## config.mk

```make
export PLATFORM = sky130hd
export DESIGN_NAME = universal_register_n
export DESIGN_NICKNAME = d
export VERILOG_FILES = /design/src/rtl/universal_register_n.sv
export SDC_FILE = /design/constraint.sdc
export NUM_CORES = 1
export LEC_CHECK = 0
export CAP_MARGIN = 20
export CORE_MARGIN = 5
export CORE_UTILIZATION = 48
export CTS_BUF_LIST = sky130_fd_sc_hd__clkbuf_4
export DETAILED_ROUTE_END_ITERATION = 8
export PLACE_DENSITY = 0.83
export SLEW_MARGIN = 20
export SYNTH_ARGS = -nofsm -noshare
export SYNTH_HDL_FRONTEND = slang
export SYNTH_SLANG_ARGS = --single-unit
```

## constraint.sdc

```tcl
create_clock -name CLK -period 2.36 [get_ports CLK]
set_input_delay 0.472 -clock CLK [delete_from_list [all_inputs] [get_ports CLK]]
set_output_delay 0.472 -clock CLK [all_outputs]
set_load 0.01 [all_outputs]
```

## src/rtl/universal_register_n.sv

```systemverilog
// universal_register_n: WIDTH-bit storage element with parallel load, shift,
// rotate, increment and decrement.
// Q, Qn and CO update on the rising edge of CLK. RST is active-low and
// clears the register immediately, without waiting for a clock edge.
// Qn and ZERO are derived combinationally from the stored word.
module universal_register_n #(
    parameter int unsigned           WIDTH       = 8,
    parameter logic [WIDTH-1:0]      RESET_VALUE = '0
) (
    input  logic             CLK,
    input  logic             RST,
    input  logic             EN,
    input  logic [2:0]       MODE,
    input  logic [WIDTH-1:0] D,
    input  logic             SIR,
    input  logic             SIL,
    output logic [WIDTH-1:0] Q,
    output logic [WIDTH-1:0] Qn,
    output logic             CO,
    output logic             ZERO
);

    typedef enum logic [2:0] {
        MODE_HOLD = 3'b000,
        MODE_LOAD = 3'b001,
        MODE_SHR  = 3'b010,
        MODE_SHL  = 3'b011,
        MODE_ROR  = 3'b100,
        MODE_ROL  = 3'b101,
        MODE_INC  = 3'b110,
        MODE_DEC  = 3'b111
    } mode_t;

    localparam logic [WIDTH-1:0] ONE = {{(WIDTH-1){1'b0}}, 1'b1};

    logic [WIDTH-1:0] r_q;
    logic             r_co;
    logic [WIDTH-1:0] w_q_next;
    logic             w_co_next;

    // Next-state selection; EN low keeps the current word and flag.
    always_comb begin
        w_q_next  = r_q;
        w_co_next = r_co;
        if (EN) begin
            unique case (mode_t'(MODE))
                MODE_HOLD: begin
                    w_q_next  = r_q;
                    w_co_next = r_co;
                end
                MODE_LOAD: begin
                    w_q_next  = D;
                    w_co_next = 1'b0;
                end
                MODE_SHR: begin
                    w_q_next  = {SIR, r_q[WIDTH-1:1]};
                    w_co_next = r_q[0];
                end
                MODE_SHL: begin
                    w_q_next  = {r_q[WIDTH-2:0], SIL};
                    w_co_next = r_q[WIDTH-1];
                end
                MODE_ROR: begin
                    w_q_next  = {r_q[0], r_q[WIDTH-1:1]};
                    w_co_next = r_q[0];
                end
                MODE_ROL: begin
                    w_q_next  = {r_q[WIDTH-2:0], r_q[WIDTH-1]};
                    w_co_next = r_q[WIDTH-1];
                end
                MODE_INC: begin
                    w_q_next  = r_q + ONE;
                    w_co_next = &r_q;
                end
                MODE_DEC: begin
                    w_q_next  = r_q - ONE;
                    w_co_next = ~|r_q;
                end
            endcase
        end
    end

    // State register with asynchronous active-low clear to RESET_VALUE.
    always_ff @(posedge CLK or negedge RST) begin
        if (!RST) begin
            r_q  <= RESET_VALUE;
            r_co <= 1'b0;
        end else begin
            r_q  <= w_q_next;
            r_co <= w_co_next;
        end
    end

    assign Q    = r_q;
    assign Qn   = ~r_q;
    assign CO   = r_co;
    assign ZERO = (r_q == '0);

endmodule
```

==> results.md <==
* Register area share after synthesis at between 20% and 30%
* ANT cells at 0
* Clock root buffer master: clkbuf_4
* Worst-path maximum fanout at 12
* I/O Buffers at 33
* Reg2reg path depth at 4
* Final Max Slew Viols at 0
* Ys async rst share at between 90% and 100%
* Average size of a mapped cell at approximately 7.5 µm²
* Via Count at 1,274
* Htree depth at 1
* Initial antenna violation count at 0
* Hold Buf Count CTS at 0
* Post-route DRC at 0
* Syn Nets at approximately 160
* Hold Violations, Final at 0
* Final setup viols at 0
* Number of global-route vias before repair at around 1.2k
* Fin crit period at 2.22 ns
* Synth unique cells at 50
* CTS tree: yes
* CTS clk-pin slew, worst paths at 0.09 ns
* Yosys reg bits at 9
* Most frequent cells after synthesis: 15 x nor2_1, 10 x inv_1, 9 x clkbuf_1, 9 x dfrtp_1, 8 x a21oi_1
* Mapped cell area at approximately 1100 µm²
* RSZ-0062 raised after global routing: no
* ANT nets after route at 0
* Clock sink count at 9
* Yosys warning count at 0
* Setup WS pre-CTS at 0.0280 ns
* Post-synth EDFFs at 0
* FMAX at 451 MHz
* Total CTS buffers at 3
* Fin crit share at between 90% and 100%
* Cells after Synth at between 100 and 150
* Routed length per instance at around 16 µm
* Clk_lat worst skew at about 0.28 ns
* HPWL after DPL at ~2400 µm
* Grt ovf at 0
* Top-count cell post-synth: nor2_1
* First-pass GRT wire length at 5590 µm
* Status: finished, final reports clean
* Layout cells sized above 1 at between 10% and 20%
* Hold slack at roughly 0.5 ns
* Die width at 56.9 µm
* Fin worst setup slack at 0.142 ns
* Drt initial violations at 52
* Max-cap check violation count at 0
* Cell Count, Final, Fillers Out at roughly 200
* Ranking of synthesized cells by area: dfrtp_1 21%, mux2i_1 6.6%, nor2_1 5.3%
* Core ar. at ~2100 µm²
* Synth area leader: dfrtp_1
* Critical path launch point type: flip-flop
* Primary FF master, synth: dfrtp_1
* RR Startpoint: Q[1]
* Post-CTS sizing at 0
* Leakage at 0.613 nW
* Site row count at 17
* PD cells at about 570 nW/µm²
* CP max-delay cell: clkdlybuf4s50_1
* Routed wire length at about 3400 µm
* Die area at about 3200 µm²
* Area fraction of the dominant cell type after synthesis at between 20% and 30%
* Crit. End Element: output port
* Num ports at 34
* Largest net degree at the start of global routing at 29
* Critical path buffer and inverter count at 2
* Post-CTS setup buffers at 0
* DP Cell Count at 200
* Nets at 194
* Total track usage at between 20% and 30%
* Crit path required time at roughly 1.9 ns
* Crit-path cells: nor3_2, nand4_1, inv_1, clkdlybuf4s50_1
* CTS Buffer Depth at 2
* Register-to-register setup slack at slightly above 0.5 ns
* Critical path class: reg2out
* Relative slew slack at a little under 70%
* Setup TNS at 0 ns
* DRT Pass-1 Iters at 4
* Worst Tran Pin Value at between 0.4 and 0.5 ns
* Skew final at approximately 0.012 ns
* Peak supply drop at about 0.42 mV
* Crit-path leading delay family: buffers and inverters
* Height of the die at roughly 57 µm
* Routability cong. at between 0.9 and 1
* Reg2reg end: Q[5]
* Initial Util at slightly below 50%
* Synth-to-Final Area Change at 40.3%
* CP Data Arrival Time at 1.75 ns
* CP peak stage delay at 0.53 ns
* Class of the tightest hold or removal check: in2async
* Vias per cell at roughly 6.2
## area by class of cell
type / instances / area [µm²]
Fill cell: 185 / 668
Timing Repair Buffer: 45 / 420
Multi-Input combinational cell: 108 / 734
Inverter: 10 / 37.5
Sequential cell: 9 / 225
Clock buffer: 3 / 22.5
Tap cell: 28 / 35.0
Clock inverter: 1 / 5.00
## worst max path at each step
stage	start	to	slack [ns]	cells past startpoint
finish	Q[3]	ZERO	0.14	4
global route	Q[3]	ZERO	0.03	4
CTS	Q[3]	ZERO	0.05	4
detailed placement	MODE[0]	Q[4]	0.03	8
global placement	MODE[0]	Q[6]	0.09	7
floorplan	MODE[2]	Q[4]	0.33	8
## placed cells by master (no fill, tap or decap), drive strengths merged, types with 3 or more instances in the layout
cell type,instances
dfrtp,9
mux2i,7
o21ai,7
nand4,3
inv,10
a211oi,6
buf,12
and3,3
clkdlybuf4s50,33
a31oi,3
nand3,6
nor2,15
nand2,7
clkbuf,3
a21oi,8
nand2b,3
## power by group
part / total (mW) / switching [mW] / internal [mW]
combinational: 0.466 / 0.223 / 0.243
clock: 0.137 / 0.0737 / 0.0629
sequential: 0.237 / 0.0532 / 0.184
## sequential cells by signal, summed over array words and instances, names as in the netlist
| signal | count |
|---|---|
| CO | 1 |
| Q | 8 |
## stage by stage
step	total power, mW	cell area [µm²]	utilization, %
floorplan	0.477	1050	-
global placement	0.686	1450	67.3
detailed placement	0.698	1450	67.3
CTS	0.832	1470	68.5
global route	0.893	1480	68.9
finish	0.840	1480	68.9
## cell families (layout without fill, tap and decap cells)
kind of cell	Yosys count	count (layout)	share of synthesized area, %
muxes	7	7	6.64
xor gates and xnor gates	2	2	1.66
DFF	9	9	21.4
adders and majority gates	1	1	1.19
AOI/OAI and AO/OA	46	46	31.7
buffers and inverters	24	59	9.73
and+or+nand+nor	52	52	27.8
## routing by layer
metal  vias to the layer above  GRT usage [%]  share of wire (%)
met4                         0           10.3                2.0
met2                        62           35.8                 49
met5                         -              0                  0
met3                         7           4.14                7.9
li1                        602              -                  -
met1                       603           26.9                 41
Power figures use the tool's default switching activity.
==> edit 1 (same settings) <==
`WIDTH`: 8 -> 12.
--- a/src/rtl/universal_register_n.sv
+++ b/src/rtl/universal_register_n.sv
@@ -4,7 +4,7 @@
 // clears the register immediately, without waiting for a clock edge.
 // Qn and ZERO are derived combinationally from the stored word.
 module universal_register_n #(
-    parameter int unsigned           WIDTH       = 8,
+    parameter int unsigned           WIDTH       = 12,
     parameter logic [WIDTH-1:0]      RESET_VALUE = '0
 ) (
     input  logic             CLK,
Interface: changed (resized D, Q and Qn); port bits go from 34 to 46. The function was not compared with the original's and may differ.
==> edit 1 against the original RTL <==
First-iteration DRC count up 85%; non-clock buffer count grew 21; setup slack improved by 0.018 ns; routed wire length is 34% higher; critical path depth rose by 3; area after synthesis rose by 24%; via count grew 30%; power increased by 43%; sequential cell count is 4 higher; design area increased by 29%; clock power up 19%; synthesized cell count is 27% higher; critical path type is now in -> reg; highest routed layer unchanged.
==> edit 1: results <==
{
  "slowest_stage": "xnor2_1",
  "r2r_slack_ns": 0.46,
  "status": "finished clean",
  "leakagePower_nw": 0.777,
  "path_max_fanout": 13,
  "syn_nets": 200,
  "p_comb_share_pct": 60.2,
  "yosys-top-cells-area": "dfrtp_1 (25%), o21ai_0 (6.1%), a31oi_1 (4.8%)",
  "yosys-top-cells-count": "o21ai_0 (16), dfrtp_1 (13), inv_1 (13)",
  "synth-xor-area-share_pct": 2.68,
  "clock_power_share_pct": 13.6,
  "synthAdderAreaFrac_pct": 0.957,
  "largest_reg_flops": 12,
  "yosysUniqueCellTypes": 43,
  "maxSlewHeadroom_pct": 38.1,
  "viasPerCell": 6.32,
  "ff2ff_path_depth": 9,
  "layout.nets": 253,
  "grt_max_degree": 40,
  "fillCellCount": 241,
  "drive_gt1_share_pct": 13.0,
  "p_clk_w": 0.000163,
  "ys_seq_area_share_pct": 24.9,
  "wl_met1_um": 1830,
  "io_buffers": 45,
  "dp_hpwl_um": 3340,
  "internal_power_w": 0.000713,
  "grt_pass1_wl_um": 7580,
  "crit_path_end": "Q[9]$_DFFE_PN0P_",
  "grt_util_met2_pct": 37.6,
  "crit_family": "XOR/XNOR gates",
  "critical_path_arrival_ns": 2.37,
  "synth.area.mux_share_pct": 3.92
}
edit 1: changes by cell type after synthesis, sizes merged, moves of 5 or more:
cell	change
o22ai	+5
a211oi	-5
nor3	+5
o21ai	+9
a31oi	+7
edit 1: cell type report:
| type | instances | area, sq um | share of cell area, % |
|---|---|---|---|
| well taps | 31 | 38.8 | 2.03 |
| inverters | 13 | 48.8 | 2.55 |
| repair buffers | 66 | 607 | 31.7 |
| flip-flops and latches | 13 | 325 | 17.0 |
| multi-input cells | 135 | 865 | 45.2 |
| clock buffers | 4 | 30.0 | 1.57 |
edit 1: metrics by stage:
step	setup slack [ns]	instances	area [sq um]	hold WS [ns]
detailed placement	-0.115	258	1880	0.507
floorplan	0.265	179	1310	0.176
finish	0.160	262	1910	0.537
global route	0.00858	262	1910	0.582
CTS	0.176	262	1910	0.534
global placement	-0.0451	258	1880	0.498
==> edit 2 (same settings) <==
Made on the original files. Register the outputs `Qn` and `ZERO`, with the module's reset; this adds one clock of latency there. The other outputs are not delayed to match. Comments in the files are not updated.
--- a/src/rtl/universal_register_n.sv
+++ b/src/rtl/universal_register_n.sv
@@ -92,8 +92,15 @@
     end
 
     assign Q    = r_q;
-    assign Qn   = ~r_q;
     assign CO   = r_co;
-    assign ZERO = (r_q == '0);
+    always_ff @(posedge CLK or negedge RST) begin
+        if (!RST) begin
+            Qn   <= '0;
+            ZERO <= '0;
+        end else begin
+            Qn   <= ~r_q;
+            ZERO <= (r_q == '0);
+        end
+    end
 
 endmodule
Function: changed (Yosys sat finds a counterexample within 4 cycles, from zero or initial values and one cycle with RST low).
==> edit 2 against the original RTL <==
Design area rose by 17%; synthesized cell count rose by 7.8%; final cell count increased by 6.4%; power increased by 40%; sequential cell count grew 9; routed wire length up 11%; setup slack better by 0.077 ns; global-route usage fell by 1.6 points; critical path type is now in -> reg; register-to-register slack got worse by 0.16 ns; worst hold slack got worse by 0.017 ns; count of clock-buffer cells in the layout is the same; area after synthesis grew 24%.
==> edit 2: results <==
{
  "ys_seq_area_share_pct": 34.4,
  "hp-class": "in -> async",
  "routedWlPerCell_um": 17.3,
  "clockBufferDepth": 2,
  "ir_drop_mv": 0.366,
  "grt_pass1_wl_um": 6420,
  "post-place-ws_ns": -0.0357,
  "ff2ff_path_depth": 5,
  "layout.nets": 205,
  "drive_gt1_share_pct": 11.8,
  "yosys-top-cells-count": "dfrtp_1 (18), inv_1 (10), clkbuf_1 (9)",
  "critical_path_arrival_ns": 2.32,
  "vias": 1357,
  "syn_nets": 169,
  "leakagePower_nw": 0.719,
  "reg2reg_from": "Q[1]$_DFFE_PN0P_",
  "gp_congestion": 0.913,
  "r2r_end": "Q[6]$_DFFE_PN0P_",
  "ctsResizeCount": 0,
  "io_buffers": 33,
  "grt_max_degree": 27,
  "synth_edf_count": 0,
  "drtIter0Drc": 57,
  "async_reset_ff_share_pct": 100,
  "clkTransAtPathRegs_ns": 0.11,
  "worstMarginPinSlew_ns": 0.502,
  "yosysUniqueCellTypes": 49,
  "diodes": 0,
  "fin_skew_ns": 0.0110,
  "r2r_slack_ns": 0.35,
  "status": "finished clean",
  "dp_hpwl_um": 2740,
  "yosys-top-cells-area": "dfrtp_1 (34%), mux2i_1 (6.1%), inv_1 (2.9%)",
  "yosys_warnings": 0,
  "path_max_fanout": 6,
  "whs_ns": 0.488,
  "groute.usage.overall_pct": 20.1,
  "grt_pass1_vias": 1306
}
## edit 2: changes by cell type after synthesis, moves of 3 or more
cell	unedited run	this run
a22oi_1	0	4
nand2_1	7	3
dfrtp_1	9	18
nor2_1	15	7
o21ai_0	7	4
nand4_1	3	6
o21bai_1	0	3
a221oi_1	0	3
nand2b_1	3	6
## edit 2: layout make-up
cell class	instances	area, sq um
Multi-Input combinational cell	106	738
Tap cell	31	38.8
Inverter	10	37.5
Clock buffer	3	22.5
Fill cell	226	948
Timing Repair Buffer	49	450
Sequential cell	18	450
## edit 2: cells by family after synthesis
group / after synthesis / share of synthesized area [%]
adder cells (fa/ha/maj): 1 / 0.956
AND/OR/NAND/NOR: 54 / 25.0
AO/OA/AOI/OAI: 40 / 22.3
multiplexers: 8 / 6.12
flip-flops: 18 / 34.4
XOR/XNOR: 3 / 2.01
buffers and inverters: 28 / 9.18
## edit 2: critical path, stage by stage
cell and delay (ns):
clkdlybuf4s50_1 0.50, nand3_1 0.13, xnor2_1 0.15, ha_1 0.21
buf_4 0.15, nor4_1 0.44, nand4b_1 0.18, o211ai_1 0.08
## edit 2: where the power goes
part           leakage [nW]  internal, W  switching (W)
registers             0.213     0.000378      0.0000700
logic                 0.493     0.000298       0.000272
clock network        0.0138    0.0000593      0.0000957
## edit 2: worst max-delay path by stage
stage / to / cells after the start / startpoint / slack, ns
4_1_cts: Q[6]$_DFFE_PN0P_ / 9 / MODE[0] / 0.27
2_1_floorplan: Q[4]$_DFFE_PN0P_ / 7 / MODE[0] / 0.31
5_1_grt: Q[6]$_DFFE_PN0P_ / 9 / MODE[0] / 0.17
3_5_place_dp: Q[6]$_DFFE_PN0P_ / 8 / MODE[0] / -0.04
6_report: Q[6]$_DFFE_PN0P_ / 8 / MODE[0] / 0.22
3_3_place_gp: Q[4]$_DFFE_PN0P_ / 7 / MODE[0] / 0.08
## edit 2: metal layers
layer	vias to the layer above	GRT usage [%]	wire length, um
met2	53	33.9	1950
met5	-	0	0
met1	667	26.5	1540
li1	635	-	-
met3	2	2.34	223
met4	0	6.50	27
## edit 2: stage by stage
step                      instance area [sq um]  power, W  instances  setup TNS [ns]
after floorplan                            1310  0.000739        152               0
after global placement                     1720   0.00100        214               0
after detailed placement                   1720   0.00102        214         -0.0682
after CTS                                  1740   0.00117        217               0
after global routing                       1740   0.00126        217               0
final                                      1740   0.00117        217               0
